File: config.mk
export PLATFORM = sky130hd
export DESIGN_NAME = voice_allocator
export DESIGN_NICKNAME = d
export VERILOG_FILES = /design/src/rtl/voice_allocator.sv
export SDC_FILE = /design/constraint.sdc
export NUM_CORES = 1
export LEC_CHECK = 0
export ABC_AREA = 1
export BUFFER_PORTS_ARGS = -buffer_cell sky130_fd_sc_hd__buf_2
export CELL_PAD_IN_SITES_DETAIL_PLACEMENT = 0
export CELL_PAD_IN_SITES_GLOBAL_PLACEMENT = 2
export CORE_ASPECT_RATIO = 1.4
export CORE_UTILIZATION = 29
export CTS_CLUSTER_SIZE = 12
export DETAILED_ROUTE_END_ITERATION = 16
export PLACE_DENSITY_LB_ADDON = 0.1
export SKIP_LAST_GASP = 1
export SYNTH_ARGS = -nofsm -noshare
export SYNTH_HDL_FRONTEND = slang
export SYNTH_SLANG_ARGS = --single-unit
File: constraint.sdc
create_clock -name clk -period 5.5 [get_ports clk]
set_input_delay 1.1 -clock clk [delete_from_list [all_inputs] [get_ports clk]]
set_output_delay 1.1 -clock clk [all_outputs]
set_load 0.05 [all_outputs]
File: src/rtl/voice_allocator.sv
// Polyphonic voice allocator: serialises note events, scans the voice bank one
// voice per cycle, then commits the note to a retriggered, free or stolen voice.
module voice_allocator #(
    parameter int NUM_VOICES = 4,
    parameter int AGE_W      = 8
) (
    input  logic                       clk,
    input  logic                       reset,
    input  logic                       ev_valid,
    output logic                       ev_ready,
    input  logic [1:0]                 ev_type,
    input  logic [6:0]                 ev_note,
    input  logic [1:0]                 ev_wave,
    output logic [20*NUM_VOICES-1:0]   voice_freq,
    output logic [2*NUM_VOICES-1:0]    voice_ctrl,
    output logic [NUM_VOICES-1:0]      voice_gate,
    output logic [NUM_VOICES-1:0]      voice_rst,
    output logic                       steal
);

    localparam int IDX_W = $clog2(NUM_VOICES);
    localparam logic [AGE_W-1:0] AGE_MAX = {AGE_W{1'b1}};
    localparam logic [IDX_W-1:0] IDX_LAST = IDX_W'(NUM_VOICES - 1);

    typedef enum logic [1:0] {
        ST_IDLE   = 2'd0,
        ST_SCAN   = 2'd1,
        ST_COMMIT = 2'd2
    } state_t;

    state_t             state_q, state_d;
    logic [IDX_W-1:0]   idx_q, idx_d;
    logic               ev_ready_q, ev_ready_d;
    logic [1:0]         type_q, type_d;
    logic [6:0]         note_q, note_d;
    logic [1:0]         wave_q, wave_d;

    logic               match_hit_q, match_hit_d;
    logic [IDX_W-1:0]   match_idx_q, match_idx_d;
    logic               free_hit_q, free_hit_d;
    logic [IDX_W-1:0]   free_idx_q, free_idx_d;
    logic               old_hit_q, old_hit_d;
    logic [IDX_W-1:0]   old_idx_q, old_idx_d;
    logic [AGE_W-1:0]   old_age_q, old_age_d;

    logic [19:0]        freq_q  [NUM_VOICES];
    logic [19:0]        freq_d  [NUM_VOICES];
    logic [1:0]         ctrl_q  [NUM_VOICES];
    logic [1:0]         ctrl_d  [NUM_VOICES];
    logic [6:0]         vnote_q [NUM_VOICES];
    logic [6:0]         vnote_d [NUM_VOICES];
    logic [AGE_W-1:0]   age_q   [NUM_VOICES];
    logic [AGE_W-1:0]   age_d   [NUM_VOICES];
    logic [NUM_VOICES-1:0] gate_q, gate_d;
    logic [NUM_VOICES-1:0] vrst_q, vrst_d;
    logic               steal_q, steal_d;

    logic [IDX_W-1:0]   tgt_s;
    logic               is_steal_s;

    // Octave-10 table, shifted down by (10 - octave); note 127 sits in octave 10.
    function automatic logic [19:0] freq_lookup(input logic [6:0] n);
        logic [19:0] base;
        logic [3:0]  oct;
        oct = 4'(n / 7'd12);
        case (4'(n % 7'd12))
            4'd0:    base = 20'd267905;
            4'd1:    base = 20'd283835;
            4'd2:    base = 20'd300713;
            4'd3:    base = 20'd318594;
            4'd4:    base = 20'd337539;
            4'd5:    base = 20'd357610;
            4'd6:    base = 20'd378874;
            4'd7:    base = 20'd401403;
            4'd8:    base = 20'd425272;
            4'd9:    base = 20'd450560;
            4'd10:   base = 20'd477352;
            4'd11:   base = 20'd505737;
            default: base = 20'd0;
        endcase
        return base >> (4'd10 - oct);
    endfunction

    // Next-state, scan bookkeeping and commit of voice state.
    always_comb begin
        state_d     = state_q;
        idx_d       = idx_q;
        type_d      = type_q;
        note_d      = note_q;
        wave_d      = wave_q;
        match_hit_d = match_hit_q;
        match_idx_d = match_idx_q;
        free_hit_d  = free_hit_q;
        free_idx_d  = free_idx_q;
        old_hit_d   = old_hit_q;
        old_idx_d   = old_idx_q;
        old_age_d   = old_age_q;
        freq_d      = freq_q;
        ctrl_d      = ctrl_q;
        vnote_d     = vnote_q;
        age_d       = age_q;
        gate_d      = gate_q;
        vrst_d      = {NUM_VOICES{1'b0}};
        steal_d     = 1'b0;
        tgt_s       = {IDX_W{1'b0}};
        is_steal_s  = 1'b0;

        case (state_q)
            ST_IDLE: begin
                if (ev_valid && ev_ready_q) begin
                    type_d      = ev_type;
                    note_d      = ev_note;
                    wave_d      = ev_wave;
                    match_hit_d = 1'b0;
                    match_idx_d = {IDX_W{1'b0}};
                    free_hit_d  = 1'b0;
                    free_idx_d  = {IDX_W{1'b0}};
                    old_hit_d   = 1'b0;
                    old_idx_d   = {IDX_W{1'b0}};
                    old_age_d   = {AGE_W{1'b0}};
                    idx_d       = {IDX_W{1'b0}};
                    state_d     = ST_SCAN;
                end else begin
                    state_d = ST_IDLE;
                end
            end
            ST_SCAN: begin
                if (gate_q[idx_q]) begin
                    if (!match_hit_q && (vnote_q[idx_q] == note_q)) begin
                        match_hit_d = 1'b1;
                        match_idx_d = idx_q;
                    end else begin
                        match_hit_d = match_hit_q;
                    end
                    // Strict compare keeps the lowest index on an age tie.
                    if (!old_hit_q || (age_q[idx_q] > old_age_q)) begin
                        old_hit_d = 1'b1;
                        old_idx_d = idx_q;
                        old_age_d = age_q[idx_q];
                    end else begin
                        old_hit_d = old_hit_q;
                    end
                end else begin
                    if (!free_hit_q) begin
                        free_hit_d = 1'b1;
                        free_idx_d = idx_q;
                    end else begin
                        free_hit_d = free_hit_q;
                    end
                end
                if (idx_q == IDX_LAST) begin
                    state_d = ST_COMMIT;
                end else begin
                    idx_d = idx_q + IDX_W'(1);
                end
            end
            ST_COMMIT: begin
                state_d = ST_IDLE;
                case (type_q)
                    2'b01: begin
                        if (match_hit_q) begin
                            tgt_s = match_idx_q;
                        end else if (free_hit_q) begin
                            tgt_s = free_idx_q;
                        end else begin
                            tgt_s      = old_idx_q;
                            is_steal_s = 1'b1;
                        end
                        for (int v = 0; v < NUM_VOICES; v++) begin
                            if (gate_q[v] && (IDX_W'(v) != tgt_s) && (age_q[v] != AGE_MAX)) begin
                                age_d[v] = age_q[v] + AGE_W'(1);
                            end else begin
                                age_d[v] = age_q[v];
                            end
                        end
                        freq_d[tgt_s]  = freq_lookup(note_q);
                        ctrl_d[tgt_s]  = wave_q;
                        vnote_d[tgt_s] = note_q;
                        age_d[tgt_s]   = {AGE_W{1'b0}};
                        gate_d[tgt_s]  = 1'b1;
                        vrst_d[tgt_s]  = 1'b1;
                        steal_d        = is_steal_s;
                    end
                    2'b00: begin
                        if (match_hit_q) begin
                            gate_d[match_idx_q] = 1'b0;
                        end else begin
                            gate_d = gate_q;
                        end
                    end
                    2'b10: begin
                        gate_d = {NUM_VOICES{1'b0}};
                    end
                    default: begin
                        gate_d = gate_q;
                    end
                endcase
            end
            default: begin
                state_d = ST_IDLE;
            end
        endcase

        ev_ready_d = (state_d == ST_IDLE);
    end

    // State and output registers; reset abandons any in-flight event.
    always_ff @(posedge clk) begin
        if (reset) begin
            state_q     <= ST_IDLE;
            idx_q       <= {IDX_W{1'b0}};
            ev_ready_q  <= 1'b1;
            type_q      <= 2'b00;
            note_q      <= 7'd0;
            wave_q      <= 2'b00;
            match_hit_q <= 1'b0;
            match_idx_q <= {IDX_W{1'b0}};
            free_hit_q  <= 1'b0;
            free_idx_q  <= {IDX_W{1'b0}};
            old_hit_q   <= 1'b0;
            old_idx_q   <= {IDX_W{1'b0}};
            old_age_q   <= {AGE_W{1'b0}};
            for (int v = 0; v < NUM_VOICES; v++) begin
                freq_q[v]  <= 20'd0;
                ctrl_q[v]  <= 2'b00;
                vnote_q[v] <= 7'd0;
                age_q[v]   <= {AGE_W{1'b0}};
            end
            gate_q      <= {NUM_VOICES{1'b0}};
            vrst_q      <= {NUM_VOICES{1'b0}};
            steal_q     <= 1'b0;
        end else begin
            state_q     <= state_d;
            idx_q       <= idx_d;
            ev_ready_q  <= ev_ready_d;
            type_q      <= type_d;
            note_q      <= note_d;
            wave_q      <= wave_d;
            match_hit_q <= match_hit_d;
            match_idx_q <= match_idx_d;
            free_hit_q  <= free_hit_d;
            free_idx_q  <= free_idx_d;
            old_hit_q   <= old_hit_d;
            old_idx_q   <= old_idx_d;
            old_age_q   <= old_age_d;
            freq_q      <= freq_d;
            ctrl_q      <= ctrl_d;
            vnote_q     <= vnote_d;
            age_q       <= age_d;
            gate_q      <= gate_d;
            vrst_q      <= vrst_d;
            steal_q     <= steal_d;
        end
    end

    for (genvar g = 0; g < NUM_VOICES; g++) begin : g_out
        assign voice_freq[20*g +: 20] = freq_q[g];
        assign voice_ctrl[2*g +: 2]   = ctrl_q[g];
    end

    assign voice_gate = gate_q;
    assign voice_rst  = vrst_q;
    assign steal      = steal_q;
    assign ev_ready   = ev_ready_q;

endmodule

Yosys cells after proc, flatten, opt, wreduce, memory -nomap -nowiden
Memories as Yosys holds them, arrays and structs flattened. Index checks and enable logic that the tools add are counted.

Flip-flop bits (word level): 190. Latch bits: 0. Memory bits (writable): 0. ROM bits: 288. Memories kept: 1.

Memories: (name not given) (words 16, bits a word 18, read ports 1, clocked after Yosys merged registers in 0, wr ports 0, RTL line 66) `case (4'(n % 7'd12))`.

Add/subtract/negate cells: 6. Multiply operators: 0. Div/mod/pow operators: 2. Order comparisons: 9. Equal/unequal tests: 21. Shift-type cells: 1. Mux-type cells: 72. Bitwise operators: 9. Reductions and logical operators: 32.

Operator list (number): $mux W8 (18); $bwmux W80 (1); $mux W20 (3); $demux W20 S2 (1); $add A8 B1 Y8 const B (4); $and A32 B32 Y32 (1); $ne A8 B8 Y1 const B (4); $not A32 Y32 (1); $bwmux W28 (1); $mux W2 (14); $mux W7 (3); $pmux W2 S2 (5); $shr A20 B4 Y20 (1); $bmux W8 S2 (1); $demux W8 S2 (1); $ne A2 B2 Y1 const B (8); $pmux W8 S2 (1); $bmux W7 S2 (1); $demux W7 S2 (1); $logic_and A1 B1 Y1 (13); $pmux W4 S3 (1); $reduce_and A4 Y1 (3); $mux W1 (11); $lt A2 B3 Y1 const B (3); other kinds (33) (51).

Longest topological paths before layout
Gate-level depths: netlist of the first run.

Depth in word-level cells: 11. Depth in mapped cells: 21. Depth with buffers taken out: 20.

Least setup slack after synthesis of the first run
OpenSTA, ideal clock, no wires.

Path type: register to register. Start point: reg idx_q[0]. End point: reg old_age_q[0]. Setup time: 0.070 ns. Data arrival time: 3.079 ns. Required time: 5.430 ns. Setup slack: 2.351 ns. Stages on the path, launching flop included: 19. Path buffers: 3. Cell sequence: dfxtp_1 buf_2 clkbuf_1 clkinv_1 clkbuf_1 a21oi_1 a21oi_1 ha_1 nand2_1 o21ai_0 a21oi_1 o21ai_0 o41ai_1 nand3_1 nand2_1 nor2_1 inv_1 or2_2 a21oi_1.

Word-level cells in the longest chain between the ends: 8. Elaborated cells on any way between the ends: 14.

RTL lines: start: declaration (RTL line 32) `logic [IDX_W-1:0] idx_q, idx_d;`; start signal: assignment (RTL line 211) `idx_q <= {IDX_W{1'b0}};`; start signal: assignment (RTL line 234) `idx_q <= idx_d;`; $not A2 Y3 (not written as such) (RTL line 136, 139); $bmux W8 S2 (RTL line 136, 139); $mux W8 (not written as such) (2 in a row) (RTL line 136, 139); $gt A8 B8 Y1 (RTL line 136) `if (!old_hit_q || (age_q[idx_q] > old_age_q)) begin`; $logic_or A1 B1 Y1 (RTL line 136); $ne A2 B2 Y1 (no source line); $reduce_and A4 Y1 (no source line); end signal: assignment (RTL line 222) `old_age_q <= {AGE_W{1'b0}};`; end signal: assignment (RTL line 245) `old_age_q <= old_age_d;`; end: declaration (RTL line 44) `logic [AGE_W-1:0] old_age_q, old_age_d;`.

Parallel ways exist; a longest one is shown, timed or not. The select of a mux whose other input is x is not followed. A chain may end at the register's enable or synchronous reset.

Worst setup path after layout of the first run
Start point: reg note_q[5]. End point: reg freq_q, in the netlist voice_freq[9].

Word-level cells in the longest chain between the ends: 6. Elaborated cells on any way between the ends: 8.

RTL lines: start: declaration (RTL line 35) `logic [6:0] note_q, note_d;`; start signal: assignment (RTL line 237) `note_q <= note_d;`; $mod A7 B4 Y7 (RTL line 66); $mem_v2 Z16 W18; $mux W20 (RTL line 159) `case (type_q)`; $mux W20 (RTL line 108) `case (state_q)`; $shr A20 B4 Y20 (*) (RTL line 81) `return base >> (4'd10 - oct);`; $bwmux W80 (*) (RTL line 176) `freq_d[tgt_s] = freq_lookup(note_q);`; end signal: assignment (RTL line 246) `freq_q <= freq_d;`; end: declaration (RTL line 46) `logic [19:0] freq_q [NUM_VOICES];`.

Mark *: on every way between the ends. The rest lies on a longest branch, timed or not. The select of a mux whose other input is x is not followed.

==> results of run 1 <==
[Yosys cell counts (2+ instances only)]
master,n
sky130_fd_sc_hd__ha_1,19
sky130_fd_sc_hd__nand3_1,128
sky130_fd_sc_hd__o22ai_1,18
sky130_fd_sc_hd__buf_4,6
sky130_fd_sc_hd__a31oi_1,2
sky130_fd_sc_hd__nor4_1,5
sky130_fd_sc_hd__a21oi_1,77
sky130_fd_sc_hd__xor2_1,7
sky130_fd_sc_hd__nor3_1,16
sky130_fd_sc_hd__o211ai_1,4
sky130_fd_sc_hd__clkinv_1,7
sky130_fd_sc_hd__nor2_1,79
sky130_fd_sc_hd__inv_1,92
sky130_fd_sc_hd__nand3_2,3
sky130_fd_sc_hd__nand2_1,350
sky130_fd_sc_hd__nor2_2,2
sky130_fd_sc_hd__nor3b_1,4
sky130_fd_sc_hd__buf_2,8
sky130_fd_sc_hd__o21ai_2,2
sky130_fd_sc_hd__a21o_1,3
sky130_fd_sc_hd__a211oi_1,3
sky130_fd_sc_hd__dfxtp_1,186
sky130_fd_sc_hd__o21ai_1,27
sky130_fd_sc_hd__nand2_4,2
sky130_fd_sc_hd__inv_2,8
sky130_fd_sc_hd__nand4_1,5
sky130_fd_sc_hd__buf_6,3
sky130_fd_sc_hd__o31ai_1,6
sky130_fd_sc_hd__o21a_1,2
sky130_fd_sc_hd__clkbuf_1,36
sky130_fd_sc_hd__nand2_2,6
sky130_fd_sc_hd__o21ai_0,95
[layout make-up]
class | instances | area [µm²]
clock inverter | 14 | 153
multi-input combinational | 881 | 4240
tap | 380 | 475
clock buffer | 18 | 429
fill | 3291 | 19100
sequential | 186 | 3720
inverter | 107 | 402
timing repair buffer | 122 | 648
[power breakdown]
| part | internal (µW) | switching, µW |
|---|---|---|
| sequential | 1370 | 20.5 |
| combinational | 227 | 673 |
| clock | 646 | 612 |
[stage by stage]
| step | power [µW] | std cells |
|---|---|---|
| finish | 3540 | 1708 |
| global route | 3740 | 1708 |
| CTS | 3600 | 1708 |
| detailed placement | 2330 | 1676 |
| global placement | 2340 | 1676 |
| floorplan | 2050 | 1227 |
[critical path: stages, from the launching register on]
cell	delay [ns]
sky130_fd_sc_hd__dfxtp_1	0.39
sky130_fd_sc_hd__inv_2	0.14
sky130_fd_sc_hd__nand2_1	0.07
sky130_fd_sc_hd__o21ai_2	0.17
sky130_fd_sc_hd__nand2_1	0.13
sky130_fd_sc_hd__nand2_1	0.12
sky130_fd_sc_hd__nand2_4	0.09
sky130_fd_sc_hd__nor2_4	0.10
sky130_fd_sc_hd__inv_2	0.07
sky130_fd_sc_hd__nand2_4	0.18
sky130_fd_sc_hd__ha_1	0.24
sky130_fd_sc_hd__xor2_2	0.76
sky130_fd_sc_hd__clkinv_1	0.72
sky130_fd_sc_hd__o21ai_0	0.65
sky130_fd_sc_hd__nand3_1	0.15
sky130_fd_sc_hd__nand2_1	0.08
[flip-flops by register name, indices dropped and copies added (netlist names), 4 cells and up]
register	flops
voice_freq	76
age_q	32
vnote_q	28
old_age_q	8
voice_ctrl	8
note_q	7
voice_gate	4
voice_rst	4
[logic make-up after synthesis]
group	count (synthesis)	synth area share
fa+ha+maj	19	0.0276
xor+xnor	9	0.0100
buf+inv	160	0.0762
compound gates	243	0.152
other cells	1	0.000436
flops	186	0.433
simple gates	606	0.300
[routing by layer]
| metal | GRT usage | part of all wire |
|---|---|---|
| met4 | 0.0758 | 0.025 |
| met1 | 0.238 | 0.42 |
| met3 | 0.0317 | 0.026 |
| met2 | 0.393 | 0.53 |
| met5 | 0 | 0 |
[worst paths after layout]
kind / end / slack, ns / cells after the start
max: voice_freq[9] / 1.38 / 15
max reg2reg: voice_freq[9] / 1.38 / 15
min: voice_freq[21] / 0.45 / 2
min reg2reg: voice_freq[21] / 0.45 / 2
==> impl_metrics.yaml, run 1 <==
sta:
  rsz0062_at_grt: "no"
  fmax_mhz: 243
  worst-slew-pin-transition_ns: 1.03
  worst_hold_slack_ns: 0.451
  worst_slack_ns: 1.38
  tns_ns: 0
  layout_min_cycle_time_ns: 4.12
  timing_hold_violations_final: 0
  setup_viol: 0
  clock-skew-final_ns: 0.0125
  final.period_utilization: 0.749
  timing_max_transition_violations_final: 0
  max-slew-margin-rel: 0.315
power_and_ir_drop:
  vdd.ir_drop.worst_mv: 0.212
  leakage_power_uw: 0.00440
  power_density_of_the_placed_cells_mw_per_mm2: 352
cts:
  clock_sinks: 186
  cts_hold_repair.buffers: 0
  cts_repair_resize_count: 0
  clock_tree.buffer_depth: 2
  clkLatencyLatePin_ns: 0.44
  cts_tree: "done"
  post_cts_setup_inserts: 0
  ctsRootBufferMaster: "sky130_fd_sc_hd__clkbuf_16"
  number_of_buffers_created_by_cts: 17
  clk_transition_reported_paths_ns: 0.07
  htreeDepth: 4
place:
  placement.setup.worst_slack_ns: 1.43
  gpl.final_weighted_congestion: 0.820
  place.port_buffers: 107
  dpl.hpwl_um: 22600
  placed_area_mm2: 0.00948
cells_and_area:
  final_layout_size_suffix_gt1_frac: 0.138
  layout-area-overhead-vs-synth_pct: 17.0
  layout_commonest_cell: "sky130_fd_sc_hd__nand2_1"
  nets: 1348
  insertedDiodeCount: 0
  finalInstanceArea_mm2: 0.0101
  most_frequent_cells_in_the_layout: "350 x sky130_fd_sc_hd__nand2_1, 186 x sky130_fd_sc_hd__dfxtp_1, 128 x sky130_fd_sc_hd__nand3_1, 107 x sky130_fd_sc_hd__buf_2, 95 x sky130_fd_sc_hd__o21ai_0"
  final_util: 0.345
setup_path:
  critPathMaxFanout: 19
  cp-startpoint: "note_q[5]"
  critical_path_class: "flip-flop to flip-flop"
  cp_data_arrival_time_ns: 4.50
  crit_path_start_kind: "flip-flop"
  worstPathRequired_ns: 5.88
  r2r_start: "note_q[5]"
  crit_path_end_kind: "flip-flop"
synth:
  postSynthAreaPerCell_um2: 7.03
  yosysSeqAreaShare: 0.433
  mappedNetlistArea_mm2: 0.00860
  synth_async_sr_flop_share: 0
  synth_warnings: 0
  dominantRegCellSynth: "sky130_fd_sc_hd__dfxtp_1"
  synth_top_cells_by_area: "sky130_fd_sc_hd__dfxtp_1 43%, sky130_fd_sc_hd__nand2_1 15%, sky130_fd_sc_hd__nand3_1 7.4%"
  synth-edff-count: 0
  synth-seq-cells: 186
  gate_count_after_technology_mapping: 1224
  share_of_the_synthesized_area_in_the_top_cell_type: 0.433
  post-synth-top-area-cell: "sky130_fd_sc_hd__dfxtp_1"
  yosys.cell_types.count: 45
grt:
  track_usage: 0.210
  grt_pass1_wl_um: 47800
  grt_start_max_net_pins: 50
  globalRoute.totalOverflow: 0
  grt_pass1_vias: 8162
  initial_antenna_violation_count: 0
floorplan:
  fp.dieW_um: 148
  initial_core_util: 0.295
  die_area_mm2: 0.0304
  number_of_placement_rows: 74
  floorplan.io_pins: 112
  placeableCoreArea_mm2: 0.0292
  die_height_um: 206
drt:
  finalWirelength_um: 30800
  route.antenna.remaining_nets: 0
  drc_errors: 0
  avgRoutedWirePerCell_um: 18.0
  dr.first_iter.drc_count: 456
  firstDrtPassIters: 5
  detailroute.via_count: 8172
  vias_per_cell: 4.78
worst_hold_path:
  hp-start: "voice_freq[21]"
  hold_class: "flip-flop to flip-flop"
status:
  outcome: "finished, final reports clean"
job:
  maxCapViolCount: 0
No activity file was read; power rests on OpenSTA's default activity.
==> inputs of run 2 (changes only) <==
==> constraint.sdc (replaced) <==
create_clock -name clk -period 4.3 [get_ports clk]
set_input_delay 0.86 -clock clk [delete_from_list [all_inputs] [get_ports clk]]
set_output_delay 0.86 -clock clk [all_outputs]
set_load 0.05 [all_outputs]
==> impl_metrics.yaml, run 2 (synthesis results as in run 1) <==
cells_and_area:
  fillcell_total: 3241
  largest_reg_flops: 76
  insertedDiodeCount: 0
  most_frequent_cells_in_the_layout: "350 x sky130_fd_sc_hd__nand2_1, 186 x sky130_fd_sc_hd__dfxtp_1, 128 x sky130_fd_sc_hd__nand3_1, 107 x sky130_fd_sc_hd__buf_2, 95 x sky130_fd_sc_hd__o21ai_0"
  layout_commonest_cell: "sky130_fd_sc_hd__nand2_1"
  stdcell_count: 1717
  nets: 1357
  layout-area-overhead-vs-synth_pct: 17.7
  final_layout_size_suffix_gt1_frac: 0.144
setup_path:
  worst_path_dominant_cell_family: "compound AO/OA/AOI/OAI gates"
  critical_path_class: "flip-flop to flip-flop"
  worstPathRequired_ns: 4.67
  crit_path_start_kind: "flip-flop"
  cp_data_arrival_time_ns: 3.66
  timing.critical_path.buf_inv: 3
  crit_path_end_kind: "flip-flop"
  critical_path.slowest_cell: "sky130_fd_sc_hd__nor2_1"
  critical_path.cell_chain: "clkinv_1 -> o21ai_0 -> o22ai_1 -> ha_1 -> inv_1 -> nor2_1 -> nor2_1 -> o21ai_0 -> a21oi_1 -> o21ai_0 -> o41ai_1 -> nand3_1 -> nand2_1 -> nor2_1 -> inv_1 -> or2_2 -> a21oi_1"
  critical_path.max_stage_delay_ns: 0.45
  critPathMaxFanout: 19
sta:
  max-slew-margin-rel: 0.444
  timing_max_transition_violations_final: 0
  layout_min_cycle_time_ns: 3.28
  final.period_utilization: 0.763
  worst-slew-pin-transition_ns: 0.834
  timing_hold_violations_final: 0
  setup_viol: 0
  clock-skew-final_ns: 0.0113
  fmax_mhz: 305
  tns_ns: 0
  rsz0062_at_grt: "no"
cts:
  cts_repair_resize_count: 0
  clock_tree.buffer_depth: 2
  cts_hold_repair.buffers: 0
  htreeDepth: 4
  clkLatencyLatePin_ns: 0.44
  post_cts_setup_inserts: 0
  clk_transition_reported_paths_ns: 0.08
  number_of_buffers_created_by_cts: 17
  cts_tree: "done"
  ctsRootBufferMaster: "sky130_fd_sc_hd__clkbuf_16"
  clock_sinks: 186
floorplan:
  die_area_mm2: 0.0304
  die_height_um: 206
  fp.dieW_um: 148
  number_of_placement_rows: 74
  initial_core_util: 0.295
  placeableCoreArea_mm2: 0.0292
  floorplan.io_pins: 112
place:
  place.port_buffers: 107
  gpl.final_weighted_congestion: 0.798
  dpl.cell_count: 1685
  dpl.hpwl_um: 22700
drt:
  route.antenna.remaining_nets: 0
  avgRoutedWirePerCell_um: 18.0
  finalWirelength_um: 30800
  dr.first_iter.drc_count: 336
  vias_per_cell: 4.82
  detailroute.via_count: 8273
  drc_errors: 0
  firstDrtPassIters: 4
grt:
  track_usage: 0.210
  grt_pass1_vias: 8100
  grt_start_max_net_pins: 35
  initial_antenna_violation_count: 0
  globalRoute.totalOverflow: 0
  grt_pass1_wl_um: 47600
status:
  outcome: "finished, final reports clean"
power_and_ir_drop:
  vdd.ir_drop.worst_mv: 0.226
  leakage_power_uw: 0.00443
  power_density_of_the_placed_cells_mw_per_mm2: 445
job:
  maxCapViolCount: 0
worst_hold_path:
  hold_class: "flip-flop to flip-flop"
==> run 2: cell count changes in the layout (fill, tap and decap cells not counted), sizes merged <==
cell,change
bufinv,-1
clkbuf,-1
inv,+3
buf,+9
clkinv,-3
clkinvlp,+2
==> run 2: area by class of cell <==
class                           instances  area, µm²  share of cell area
Inverter                              107        402              0.0397
Clock buffer                           17        425              0.0420
Timing Repair Buffer                  131        716              0.0707
Multi-Input combinational cell        881       4240               0.418
Clock inverter                         15        145              0.0143
Tap cell                              380        475              0.0470
Sequential cell                       186       3720               0.368
==> run 2: power by group <==
part,internal [µW],leakage (µW),switching (µW)
Combinational,306,0.00265,845
Clock,776,0.000278,801
Sequential,1750,0.00150,27.2
==> run 2: final timing paths <==
path / start / endpoint / slack, ns / cells past startpoint
max: idx_q[0] / old_age_q[0] / 1.02 / 17
min: voice_freq[67] / voice_freq[67] / 0.45 / 2
min reg2reg: voice_freq[67] / voice_freq[67] / 0.45 / 2
max reg2reg: idx_q[0] / old_age_q[0] / 1.02 / 17
==> run 2: routing by layer <==
layer,global-route usage,part of all wire,vias to the layer above
met5,0,0,-
met1,0.234,0.42,3904
met2,0.410,0.54,129
met4,0.0501,0.012,0
li1,-,-,4223
met3,0.0326,0.024,17
==> run 2: tightest hold or removal path, stage by stage (launching register included) <==
cell and delay (ns):
sky130_fd_sc_hd__dfxtp_1 0.32, sky130_fd_sc_hd__nand2_1 0.06, sky130_fd_sc_hd__nand2_1 0.04
==> run 2: through the flow <==
stage / total power [µW] / setup WS, ns / util / area (µm²) / hold slack (ns)
2_1_floorplan: 2630 / 1.15 / - / 8610 / 0.429
3_3_place_gp: 2990 / 1.08 / 0.327 / 9550 / 0.438
3_5_place_dp: 2990 / 1.02 / 0.327 / 9550 / 0.436
4_1_cts: 4580 / 0.978 / 0.347 / 10100 / 0.457
5_1_grt: 4770 / 0.546 / 0.347 / 10100 / 0.469
6_report: 4500 / 1.02 / 0.347 / 10100 / 0.454
==> inputs of run 3 (changes only) <==
--- a/config.mk
+++ b/config.mk
@@ -5,7 +5,7 @@
 export SDC_FILE = /design/constraint.sdc
 export NUM_CORES = 1
 export LEC_CHECK = 0
-export ABC_AREA = 1
+export ABC_AREA = 0
 export BUFFER_PORTS_ARGS = -buffer_cell sky130_fd_sc_hd__buf_2
 export CELL_PAD_IN_SITES_DETAIL_PLACEMENT = 0
 export CELL_PAD_IN_SITES_GLOBAL_PLACEMENT = 2
==> constraint.sdc (replaced) <==
create_clock -name clk -period 3 [get_ports clk]
set_input_delay 0.6 -clock clk [delete_from_list [all_inputs] [get_ports clk]]
set_output_delay 0.6 -clock clk [all_outputs]
set_load 0.05 [all_outputs]
==> impl_metrics.yaml, run 3 <==
status:
  outcome: "finished, violations left"
  violations: "negative setup slack"
cells_and_area:
  insertedDiodeCount: 0
  nets: 1431
  most_frequent_cells_in_the_layout: "180 x sky130_fd_sc_hd__dfxtp_1, 156 x sky130_fd_sc_hd__buf_4, 155 x sky130_fd_sc_hd__nand2_1, 107 x sky130_fd_sc_hd__buf_2, 93 x sky130_fd_sc_hd__nor2_1"
  largest_reg_flops: 76
  fillcell_total: 3658
  layout_commonest_cell: "sky130_fd_sc_hd__dfxtp_1"
  final_layout_size_suffix_gt1_frac: 0.304
  layout-area-overhead-vs-synth_pct: 29.3
  stdcell_count: 1867
setup_path:
  critPathMaxFanout: 8
  cp_data_arrival_time_ns: 3.35
  critical_path_class: "flip-flop to flip-flop"
  critical_path.slowest_cell: "sky130_fd_sc_hd__dfxtp_4"
  worstPathRequired_ns: 3.34
  critical_path.cell_chain: "nor2b_4 -> a221oi_4 -> a31oi_4 -> nor2_4 -> inv_2 -> ha_4 -> or3_4 -> and2_4 -> nand3_4 -> o32ai_4 -> o32a_4 -> buf_6 -> and3_4 -> a221o_1"
  crit_path_end_kind: "flip-flop"
  crit_path_start_kind: "flip-flop"
  critical_path.max_stage_delay_ns: 0.40
  r2r.worst_path.cells: 14
cts:
  clk_transition_reported_paths_ns: 0.07
  number_of_buffers_created_by_cts: 17
  clock_tree.buffer_depth: 2
  htreeDepth: 4
  cts_tree: "done"
  clock_sinks: 186
  cts_hold_repair.buffers: 0
  ctsRootBufferMaster: "sky130_fd_sc_hd__clkbuf_16"
  clkLatencyLatePin_ns: 0.46
drt:
  avgRoutedWirePerCell_um: 21.2
  route.antenna.remaining_nets: 0
  vias_per_cell: 5.31
  firstDrtPassIters: 7
  detailroute.via_count: 9906
  finalWirelength_um: 39600
  dr.first_iter.drc_count: 542
  drc_errors: 0
floorplan:
  placeableCoreArea_mm2: 0.0350
  die_height_um: 225
  initial_core_util: 0.295
  fp.dieW_um: 161
  number_of_placement_rows: 81
  floorplan.io_pins: 112
  die_area_mm2: 0.0364
grt:
  grt_pass1_wl_um: 59800
  grt_pass1_vias: 10028
  globalRoute.totalOverflow: 0
  grt_start_max_net_pins: 39
  initial_antenna_violation_count: 0
  track_usage: 0.220
synth:
  synth_async_sr_flop_share: 0
  synth_top_cells_by_area: "sky130_fd_sc_hd__dfxtp_1 36%, sky130_fd_sc_hd__nand2_1 5.7%, sky130_fd_sc_hd__o21ai_0 3.8%"
  synthMostInstantiatedCell: "sky130_fd_sc_hd__dfxtp_1"
  mappedNetlistArea_mm2: 0.0103
  dominantRegCellSynth: "sky130_fd_sc_hd__dfxtp_1"
  synth-edff-count: 0
  share_of_the_synthesized_area_in_the_top_cell_type: 0.361
  gate_count_after_technology_mapping: 1179
  yosys.cell_types.count: 104
  synth-seq-cells: 186
  postSynthAreaPerCell_um2: 8.75
  post-synth-top-area-cell: "sky130_fd_sc_hd__dfxtp_1"
  netlist_top_cells_count: "186 x sky130_fd_sc_hd__dfxtp_1, 156 x sky130_fd_sc_hd__nand2_1, 95 x sky130_fd_sc_hd__nor2_1, 78 x sky130_fd_sc_hd__o21ai_0, 53 x sky130_fd_sc_hd__a21oi_1"
  synth_warnings: 0
  yosysSeqAreaShare: 0.361
sta:
  fmax_mhz: 332
  clock-skew-final_ns: 0.0111
  setup_viol: 2
  timing_max_transition_violations_final: 0
  worst-slew-pin-transition_ns: 0.774
  timing_hold_violations_final: 0
  final.period_utilization: 1.00
  layout_min_cycle_time_ns: 3.01
  max-slew-margin-rel: 0.484
  rsz0062_at_grt: "yes"
  worst_slack_ns: -0.00757
place:
  dpl.cell_count: 1826
  placement.setup.worst_slack_ns: -0.145
  place.port_buffers: 107
  dpl.hpwl_um: 30100
  gpl.final_weighted_congestion: 0.881
job:
  maxCapViolCount: 0
worst_hold_path:
  min_path_cells: 3
  hold_class: "input pin to flip-flop"
power_and_ir_drop:
  vdd.ir_drop.worst_mv: 0.299
  leakage_power_uw: 0.00531
  power_density_of_the_placed_cells_mw_per_mm2: 520
## run 3: path summary, 6_finish.rpt
check	endpoint	slack, ns	startpoint
hold reg to reg	voice_freq[51]	0.44	voice_freq[51]
setup / recovery	voice_freq[62]	-0.008	note_q[4]
hold / removal	note_q[5]	0.38	ev_note[5]
setup reg to reg	voice_freq[62]	-0.008	note_q[4]
## run 3: power breakdown
group / leakage [µW] / internal [µW] / total [µW] / switching [µW]
Combinational: 0.00351 / 883 / 2100 / 1220
Sequential: 0.00150 / 2490 / 2520 / 31.8
Clock: 0.000293 / 1210 / 2320 / 1110
## run 3: what timing repair did
| item | 4_1_cts | 5_1_grt |
|---|---|---|
| gates cloned | 0 | 1 |
| buffers inserted | 3 | 6 |
| pin swaps | 6 | 12 |
| gates resized for setup | 14 | 38 |
| endpoints found under the setup margin | 33 | 55 |
## run 3: area by class of cell
class	count	area [µm²]	area share
flip-flops and latches	186	3740	0.280
multi-input cells	884	6360	0.477
repair buffers	277	1960	0.147
clock inverters	13	144	0.0108
inverters	32	125	0.00938
clock buffers	19	443	0.0332
well taps	456	571	0.0428
## run 3: worst max-delay path, delay by kind of cell, from the launching register on
kind | cells | cell delay [ns]
buffers and inverters | 2 | 0.18
adder cells (fa/ha/maj) | 1 | 0.16
flip-flops | 1 | 0.40
AO/OA/AOI/OAI | 5 | 1.04
AND/OR/NAND/NOR | 6 | 1.12
## run 3: metrics by stage
stage | total power (µW) | cell area, µm² | TNS [ns] | util | hold slack [ns]
3_5_place_dp | 4510 | 12400 | -1.97 | 0.355 | 0.438
4_1_cts | 6890 | 13100 | -0.00637 | 0.374 | 0.363
5_1_grt | 7260 | 13300 | -1.11 | 0.382 | 0.379
6_report | 6940 | 13300 | -0.00982 | 0.382 | 0.384
3_3_place_gp | 4520 | 12400 | -0.764 | 0.355 | 0.429
2_1_floorplan | 3690 | 10400 | -1.46 | - | 0.420
## run 3: logic make-up after synthesis
logic type               count (synthesis)  share of synthesized area
AO/OA/AOI/OAI                          365                      0.263
XOR/XNOR                                40                     0.0379
flip-flops                             186                      0.361
adder cells (fa/ha/maj)                 20                     0.0240
multiplexers                            43                     0.0649
buffers and inverters                  112                     0.0558
other                                    1                   0.000363
AND/OR/NAND/NOR                        412                      0.194
## run 3: layer usage
metal / share of wire / GRT usage
met4: 0.040 / 0.113
met2: 0.53 / 0.409
met3: 0.024 / 0.0280
met1: 0.40 / 0.241
met5: 0 / 0
